===== src/rtl/reg_wb_pkg.sv =====
// Shared constants for the register-file write-back arbiter.
// Pointer encoding identifies which requester was granted last.
package reg_wb_pkg;

    localparam int DATA_W = 32;
    localparam int ADDR_W = 5;

    localparam logic [ADDR_W-1:0] ZERO_REG = 5'd0;

    localparam logic REQ_A = 1'b0;
    localparam logic REQ_B = 1'b1;

    localparam logic [15:0] CNT_MAX = 16'hFFFF;

endpackage


===== src/rtl/wb_slot.sv =====
// One-entry write-back holding slot with valid/ready handshake.
// Writes to the zero register complete the handshake but are dropped.
module wb_slot
    import reg_wb_pkg::*;
#(
    parameter int DATA_W = reg_wb_pkg::DATA_W,
    parameter int ADDR_W = reg_wb_pkg::ADDR_W
) (
    input  logic              clk_i,
    input  logic              rst_ni,
    input  logic              valid_i,
    output logic              ready_o,
    input  logic [ADDR_W-1:0] reg_i,
    input  logic [DATA_W-1:0] data_i,
    input  logic              grant_i,
    output logic              load_o,
    output logic              occ_o,
    output logic [ADDR_W-1:0] reg_o,
    output logic [DATA_W-1:0] data_o
);

    logic              occ_q, occ_d;
    logic [ADDR_W-1:0] reg_q, reg_d;
    logic [DATA_W-1:0] data_q, data_d;

    assign ready_o = rst_ni & (~occ_q | grant_i);
    assign load_o  = valid_i & ready_o & (reg_i != ADDR_W'(ZERO_REG));

    always_comb begin
        occ_d  = occ_q;
        reg_d  = reg_q;
        data_d = data_q;
        if (load_o) begin
            occ_d  = 1'b1;
            reg_d  = reg_i;
            data_d = data_i;
        end else if (grant_i) begin
            occ_d = 1'b0;
        end
    end

    always_ff @(posedge clk_i or negedge rst_ni) begin
        if (!rst_ni) begin
            occ_q  <= 1'b0;
            reg_q  <= '0;
            data_q <= '0;
        end else begin
            occ_q  <= occ_d;
            reg_q  <= reg_d;
            data_q <= data_d;
        end
    end

    assign occ_o  = occ_q;
    assign reg_o  = reg_q;
    assign data_o = data_q;

endmodule


===== src/rtl/reg_wb_arbiter.sv =====
// Two-requester write-back arbiter for the register file write port,
// with same-register ordering, round-robin fairness and read-hazard stall.
module reg_wb_arbiter
    import reg_wb_pkg::*;
#(
    parameter int DATA_W = reg_wb_pkg::DATA_W,
    parameter int ADDR_W = reg_wb_pkg::ADDR_W
) (
    input  logic              Clk,
    input  logic              Rst_n,
    input  logic              A_valid,
    output logic              A_ready,
    input  logic [ADDR_W-1:0] A_reg,
    input  logic [DATA_W-1:0] A_data,
    input  logic              B_valid,
    output logic              B_ready,
    input  logic [ADDR_W-1:0] B_reg,
    input  logic [DATA_W-1:0] B_data,
    output logic              Reg_write,
    output logic [ADDR_W-1:0] Write_reg,
    output logic [DATA_W-1:0] Write_data,
    input  logic [ADDR_W-1:0] Read_reg1,
    input  logic [ADDR_W-1:0] Read_reg2,
    output logic              Stall,
    output logic [15:0]       Conflict_cnt
);

    logic              a_occ, b_occ, a_load, b_load;
    logic              grant_a, grant_b, same_reg;
    logic [ADDR_W-1:0] a_reg, b_reg;
    logic [DATA_W-1:0] a_data, b_data;

    logic              a_older_q, a_older_d;
    logic              last_q, last_d;
    logic              reg_write_q, reg_write_d;
    logic [ADDR_W-1:0] write_reg_q, write_reg_d;
    logic [DATA_W-1:0] write_data_q, write_data_d;
    logic [15:0]       cnt_q, cnt_d;
    logic              hit1, hit2;

    wb_slot #(.DATA_W(DATA_W), .ADDR_W(ADDR_W)) u_slot_a (
        .clk_i   (Clk),
        .rst_ni  (Rst_n),
        .valid_i (A_valid),
        .ready_o (A_ready),
        .reg_i   (A_reg),
        .data_i  (A_data),
        .grant_i (grant_a),
        .load_o  (a_load),
        .occ_o   (a_occ),
        .reg_o   (a_reg),
        .data_o  (a_data)
    );

    wb_slot #(.DATA_W(DATA_W), .ADDR_W(ADDR_W)) u_slot_b (
        .clk_i   (Clk),
        .rst_ni  (Rst_n),
        .valid_i (B_valid),
        .ready_o (B_ready),
        .reg_i   (B_reg),
        .data_i  (B_data),
        .grant_i (grant_b),
        .load_o  (b_load),
        .occ_o   (b_occ),
        .reg_o   (b_reg),
        .data_o  (b_data)
    );

    // Same destination must drain oldest-first; otherwise alternate.
    assign same_reg = (a_reg == b_reg);
    assign grant_a  = a_occ & (~b_occ |
                      (same_reg ? a_older_q : (last_q == REQ_B)));
    assign grant_b  = b_occ & ~grant_a;

    always_comb begin
        a_older_d    = a_older_q;
        last_d       = last_q;
        reg_write_d  = grant_a | grant_b;
        write_reg_d  = write_reg_q;
        write_data_d = write_data_q;
        cnt_d        = cnt_q;
        if (a_load && b_load) begin
            a_older_d = 1'b1;
        end else if (a_load) begin
            a_older_d = 1'b0;
        end else if (b_load) begin
            a_older_d = 1'b1;
        end
        if (grant_a) begin
            last_d       = REQ_A;
            write_reg_d  = a_reg;
            write_data_d = a_data;
        end else if (grant_b) begin
            last_d       = REQ_B;
            write_reg_d  = b_reg;
            write_data_d = b_data;
        end
        if (a_occ && b_occ && cnt_q != CNT_MAX) begin
            cnt_d = cnt_q + 16'd1;
        end
    end

    always_ff @(posedge Clk or negedge Rst_n) begin
        if (!Rst_n) begin
            a_older_q    <= 1'b1;
            last_q       <= REQ_B;
            reg_write_q  <= 1'b0;
            write_reg_q  <= '0;
            write_data_q <= '0;
            cnt_q        <= '0;
        end else begin
            a_older_q    <= a_older_d;
            last_q       <= last_d;
            reg_write_q  <= reg_write_d;
            write_reg_q  <= write_reg_d;
            write_data_q <= write_data_d;
            cnt_q        <= cnt_d;
        end
    end

    // The register file commits late, so the write being issued still hazards.
    assign hit1 = (Read_reg1 != ADDR_W'(ZERO_REG)) &
                  ((a_occ & (a_reg == Read_reg1)) |
                   (b_occ & (b_reg == Read_reg1)) |
                   (reg_write_q & (write_reg_q == Read_reg1)));
    assign hit2 = (Read_reg2 != ADDR_W'(ZERO_REG)) &
                  ((a_occ & (a_reg == Read_reg2)) |
                   (b_occ & (b_reg == Read_reg2)) |
                   (reg_write_q & (write_reg_q == Read_reg2)));

    assign Stall        = hit1 | hit2;
    assign Reg_write    = reg_write_q;
    assign Write_reg    = write_reg_q;
    assign Write_data   = write_data_q;
    assign Conflict_cnt = cnt_q;

endmodule

===== config.mk =====
export PLATFORM = sky130hd
export DESIGN_NAME = reg_wb_arbiter
export DESIGN_NICKNAME = d
export VERILOG_FILES = /design/src/rtl/reg_wb_pkg.sv /design/src/rtl/wb_slot.sv /design/src/rtl/reg_wb_arbiter.sv
export SDC_FILE = /design/constraint.sdc
export NUM_CORES = 1
export LEC_CHECK = 0
export CORE_UTILIZATION = 40
export DETAILED_ROUTE_END_ITERATION = 6
export PLACE_DENSITY = 0.63
export SYNTH_ARGS = -nofsm -noshare
export SYNTH_HDL_FRONTEND = slang
export SYNTH_HIERARCHICAL = 1
export SYNTH_SLANG_ARGS = --single-unit

===== constraint.sdc =====
create_clock -name Clk -period 5.05 [get_ports Clk]
set_input_delay 1.01 -clock Clk [delete_from_list [all_inputs] [get_ports Clk]]
set_output_delay 1.01 -clock Clk [all_outputs]
set_load 0.005 [all_outputs]

==> key figures, run 1 <==
Setup path
  – Crit path launch type: flop
  – Worst-path cell chain: xor2_1, nor3_1, a21boi_1, o31ai_4, buf_4, and2_1, nand2b_1, and2_1, clkdlybuf4s50_1
  – Slowest CP cell: clkdlybuf4s50_1
  – Required time worst endpoint: 4.04 ns
  – Largest delay share family, worst path: buffers and inverters
  – Most common cell on crit path: and2_1
  – Reg-to-Reg Start: u_slot_b/reg_o[0]
  – Crit end category: output port
  – Largest stage delay on the critical path: 0.50 ns
  – Origin of the worst setup path: u_slot_b/reg_o[0]
  – Crit path buf inv count: 2
  – Signal arrival time at the worst endpoint: 3.15 ns
  – Worst-path fanout max: 21
  – Critical path class: reg -> out

Final layout
  – Ratio of cells with drive above 1 in the final layout: 0.3022
  – Antenna Diode Count: 0
  – Core Util, Final: 0.5454
  – Post-layout nets: 675
  – Area Growth Syn to Fin: 33.68%

Die
  – Num ports: 145
  – Cell row count: 46
  – Die width: 129.1 um
  – Initial Utilization: 0.4080
  – Die Span Y: 129.1 um
  – DIE AREA: 16660 um^2
  – Core box area: 15830 um^2

STA
  – Skew final: 0.01001 ns
  – Least-Margin Pin Slew: 0.8496 ns
  – Max Slew Vio Count: 0
  – Post-route clock period utilization: 0.8231
  – Setup Viol. Count Final: 0
  – Post-route setup TNS: 0 ns
  – Post-layout min period: 4.157 ns
  – Fmax: 240.6 MHz
  – Final Hold Vio Count: 0
  – RSZ-0062 raised after global routing: no
  – Final hold slack: 0.4881 ns
  – Worst slew margin: 0.4336

Detailed routing
  – Routed WL per cell: 17.31 um
  – DRT Pass-1 Iters: 4
  – Final wirelength: 14.11 mm
  – Vias: 3975
  – DRC Markers: 0
  – Vias per std cell: 4.877
  – Post-DRT Antenna Nets: 0
  – Drt initial violations: 147

Run
  – Max-cap viol count: 0

Hold path
  – Hold crit path type: reg -> reg
  – Hold Crit Start: u_slot_a/data_o[28]

Synth
  – Avg Inst Size Synth: 14.84 um^2
  – Synthesized instance count: 435
  – Asr flop ratio synth: 1.000
  – Number of enable flip-flop cells after synthesis: 0
  – Register area share after synthesis: 0.5119
  – Unique cell type count in the Yosys netlist: 41
  – Cell Area, Synth: 6457 um^2
  – Synth Flop Type: dfrtp_1
  – Ys Warns: 6
  – Syn_nets: 524
  – Yosys reg bits: 132

Power and ir drop
  – P_leak: 3.789 nW
  – NetSw: 1.554 mW
  – P_int: 3.919 mW
  – Clock power share: 0.237
  – Switching Share: 0.2839
  – Seq pwr share: 0.358
  – Combinational Power Share: 0.406
  – Max VDD drop: 0.0002720 V
  – Power per cell area: 634.0 nW/um^2

Global route
  – Vias in the first global route: 4366
  – Initial antenna violation count: 0
  – Global route total overflow: 0
  – Largest net degree at the start of global routing: 71
  – Global-route wire length before repair: 22.57 mm
  – Total Routing Usage GR: 0.1791

Clocking
  – Post-cts gate resize count: 0
  – CTS root buf: clkbuf_16
  – H-Tree Depth: 4
  – Inserted Clock Buffers: 17
  – Cts hold-fix bufs: 0
  – CTS tree: yes
  – Clk_lat worst skew: 0.41 ns
  – Reg clk slew, reported paths: 0.06 ns
  – Clock tree buffer depth: 2
  – Sink Count: 132
  – Setup bufs post-CTS: 0

Place
  – Number of buffers added on ports: 144
  – DP HPWL: 9.457 mm
  – Gpl congestion: 0.7886

Outcome
  – Status: completed
[logic make-up (layout without fill, tap and decap cells)]
logic type | after synthesis | count (layout) | share of synthesized area
muxes | 139 | 139 | 0.2935
DFF | 132 | 132 | 0.5119
and+or+nand+nor | 70 | 70 | 0.06026
xor gates and xnor gates | 45 | 45 | 0.06103
AOI/OAI and AO/OA | 26 | 26 | 0.03701
buffers and inverters | 22 | 186 | 0.03429
adders and majority gates | 1 | 1 | 0.001937
[final timing paths]
| kind | to | slack, ns | depth (start not counted) |
|---|---|---|---|
| max | B_ready | 0.89 | 9 |
| min | Write_data[28] | 0.49 | 1 |
| max reg2reg | u_slot_b/data_o[30] | 1.93 | 10 |
| min reg2reg | Write_data[28] | 0.49 | 1 |
| max in group asynchronous | u_slot_a/data_o[17] | 3.15 | 2 |
| min in group asynchronous | Write_reg[2] | 0.60 | 1 |
[synth_stat cells, types with 4 or more instances]
cell type / n / area [um^2]
mux2_2: 44 / 495.5
mux2_1: 7 / 78.83
nand3_1: 12 / 60.06
and2_1: 9 / 56.30
dfrtp_1: 130 / 3253
nor4_1: 7 / 43.79
a22o_1: 8 / 70.07
xnor2_1: 13 / 113.9
clkbuf_1: 4 / 15.01
and3_1: 7 / 43.79
buf_6: 4 / 45.04
mux2_4: 88 / 1321
nor2_1: 10 / 37.54
xor2_1: 32 / 280.3
buf_12: 6 / 120.1
a21oi_1: 4 / 20.02
inv_1: 4 / 15.01
nand2_1: 8 / 30.03
[power groups by stage]
stage                     clock network [mW]  logic [mW]  registers (mW)
after floorplan                            0        1.60            1.87
after global placement                     0        2.18            1.95
after detailed placement                   0        2.24            1.97
after CTS                               1.33        2.25            1.96
after global routing                    1.37        2.39            2.02
final                                   1.30        2.22            1.96
[metal layers]
metal  vias up  share of wire  track usage
li1       1856              -            -
met1      2006           0.44       0.2144
met2        91           0.51       0.3062
met3        22          0.037      0.04253
met4         0          0.021      0.08235
met5         -              0            0
[cell type report]
class	count	area [um^2]
clock buffers	22	464.2
fillers	1286	7196
repair buffers	148	1473
inverters	6	32.53
well taps	216	270.3
flip-flops and latches	132	3307
clock inverters	10	155.1
multi-input cells	281	2930
[worst register-to-register path, cell delays in order (launching register included)]
cell and delay [ns]:
dfrtp_1 0.48, xor2_1 0.19, nor3_1 0.25, a21boi_1 0.14, o31ai_4 0.25, buf_4 0.39
and2_1 0.18, nand2b_1 0.20, o211ai_4 0.16, inv_6 0.37, mux2_2 0.40
[metrics by stage]
| stage | worst slack [ns] | instances | cell area (um^2) | total power, mW |
|---|---|---|---|---|
| after floorplan | 2.178 | 435 | 6457 | 3.470 |
| after global placement | 1.102 | 783 | 8013 | 4.135 |
| after detailed placement | 1.022 | 783 | 8013 | 4.213 |
| after CTS | 0.8378 | 815 | 8632 | 5.545 |
| after global routing | 0.6177 | 815 | 8632 | 5.787 |
| final | 0.8934 | 815 | 8632 | 5.473 |
[layout by cell type (no fill, tap or decap), types with 3 or more instances in the layout]
cell type and n:
a21oi_1 4, a22o_1 8, a31oi_1 3, and2_1 9
and3_1 7, buf_4 4, bufinv_16 4, clkbuf_1 3
clkbuf_16 17, clkdlybuf4s50_1 143, clkinv_2 4, dfrtp_1 129
inv_1 4, mux2_1 7, mux2_2 44, mux2_4 88
nand2_1 8, nand3_1 12, nand4_1 3, nor2_1 10
nor3_1 3, nor4_1 7, or2_2 3, xnor2_1 13
xor2_1 32
Power figures use the tool's default switching activity.
==> inputs of run 2 (changes only) <==
clock period = 4.3 ns   (was 5.05 ns; I/O delays follow)
==> run 2 against run 1 <==
Against the previous run: count of clock-buffer cells in the layout increased by 1; flip-flop and latch count unchanged; die area unchanged; global-route usage decreased by 0.081 points; critical endpoint is now Stall; largest cell class unchanged; largest power group unchanged.
==> key figures, run 2 (synthesis results as in run 1) <==
Final layout
  – Post-layout nets: 675
  – Final Non-Filler Cells: 815
  – Ratio of cells with drive above 1 in the final layout: 0.3055
  – Antenna Diode Count: 0
  – Commonest non-fill, non-tap cells in the layout: 143 x clkdlybuf4s50_1, 129 x dfrtp_1, 88 x mux2_4
  – Area Growth Syn to Fin: 33.35%
  – Design area: 8611 um^2
  – Most common cell after layout, fill and taps aside: clkdlybuf4s50_1

Detailed routing
  – DRC Markers: 0
  – Post-DRT Antenna Nets: 0
  – Drt initial violations: 118
  – DRT Pass-1 Iters: 4
  – Vias per std cell: 4.845
  – Vias: 3949
  – Routed WL per cell: 17.08 um
  – Final wirelength: 13.92 mm

Place
  – Number of buffers added on ports: 144
  – DP Area: 8013 um^2
  – Gpl congestion: 0.7926
  – DP HPWL: 9.380 mm
  – Cells after DPL: 783

Setup path
  – Crit end category: output port
  – Required time worst endpoint: 3.44 ns
  – Signal arrival time at the worst endpoint: 2.96 ns
  – Reg2Reg Depth: 9
  – Crit path launch type: input pin
  – Worst-path fanout max: 4
  – Critical path class: in -> out

Clocking
  – Setup bufs post-CTS: 0
  – CTS root buf: clkbuf_16
  – Sink Count: 132
  – Cts hold-fix bufs: 0
  – Clk_lat worst skew: 0.41 ns
  – H-Tree Depth: 4
  – Post-cts gate resize count: 0
  – Clock tree buffer depth: 2
  – CTS tree: yes
  – Reg clk slew, reported paths: 0.06 ns
  – Inserted Clock Buffers: 17

STA
  – Post-route setup TNS: 0 ns
  – Post-route clock period utilization: 0.8887
  – Fmax: 261.7 MHz
  – Max Slew Vio Count: 0
  – Least-Margin Pin Slew: 0.8591 ns
  – Worst slew margin: 0.4273
  – RSZ-0062 raised after global routing: no
  – Skew final: 0.008571 ns
  – Final Hold Vio Count: 0
  – Setup Viol. Count Final: 0
  – Post-layout min period: 3.821 ns

Die
  – DIE AREA: 16660 um^2
  – Die Span Y: 129.1 um
  – Core box area: 15830 um^2
  – Cell row count: 46
  – Die width: 129.1 um
  – Num ports: 145
  – Initial Utilization: 0.4080

Run
  – Max-cap viol count: 0

Power and ir drop
  – Total power draw: 6.344 mW
  – Power per cell area: 736.8 nW/um^2
  – Max VDD drop: 0.0003881 V
  – P_leak: 3.784 nW

Global route
  – Total Routing Usage GR: 0.1783
  – Initial antenna violation count: 0
  – Global-route wire length before repair: 22.32 mm
  – Largest net degree at the start of global routing: 70
  – Vias in the first global route: 4297
  – Global route total overflow: 0

Outcome
  – Status: completed

Hold path
  – Hold crit path type: in -> async
-- run 2: per-layer routing --
layer / GRT usage / vias to the layer above / share of wire
met5: 0 / - / 0
met4: 0.09412 / 0 / 0.025
met3: 0.04459 / 25 / 0.039
met2: 0.2887 / 90 / 0.48
met1: 0.2207 / 1979 / 0.45
li1: - / 1855 / -
-- run 2: metrics by stage --
stage,util,hold slack (ns),setup slack (ns)
floorplan,-,0.4541,1.578
CTS,0.5440,0.4541,0.4658
finish,0.5440,0.4208,0.4785
global placement,0.5062,0.4638,0.6464
detailed placement,0.5062,0.4720,0.4653
global route,0.5440,0.4733,0.3542
-- run 2: final timing paths --
check                               startpoint             endpoint  slack [ns]
max                               Read_reg1[3]                Stall        0.48
min                                      Rst_n         Write_reg[3]        0.42
max reg2reg                  u_slot_a/reg_o[4]  u_slot_b/data_o[29]        1.46
min reg2reg                u_slot_a/data_o[30]       Write_data[30]        0.48
max in group asynchronous                Rst_n   u_slot_a/data_o[9]        2.57
min in group Clk           u_slot_a/data_o[30]       Write_data[30]        0.48
-- run 2: power breakdown --
part / internal, mW / switching [mW] / leakage (nW)
Combinational: 1.76 / 0.813 / 1.90
Sequential: 1.85 / 0.480 / 1.59
Clock: 0.925 / 0.521 / 0.295
-- run 2: cell type report --
cell class	count	area [um^2]
Clock buffer	23	498.0
Clock inverter	9	100.1
Fill cell	1316	7217
Inverter	6	32.53
Multi-Input combinational cell	281	2930
Sequential cell	132	3307
Tap cell	216	270.3
Timing Repair Buffer	148	1473
-- run 2: worst max-delay path: stages --
cell             delay [ns]
clkdlybuf4s50_1        0.52
xor2_1                 0.21
nor4_1                 0.38
nand3_1                0.13
and3_1                 0.19
o22ai_1                0.15
clkdlybuf4s50_1        0.52
==> inputs of run 3 (changes only) <==
CTS_CLUSTER_DIAMETER = 30   (was not set)
HOLD_SLACK_MARGIN = 0.05   (was not set)
==> results of run 3 <==
No change in the layout: final DEF, timing and power equal those of run 2.
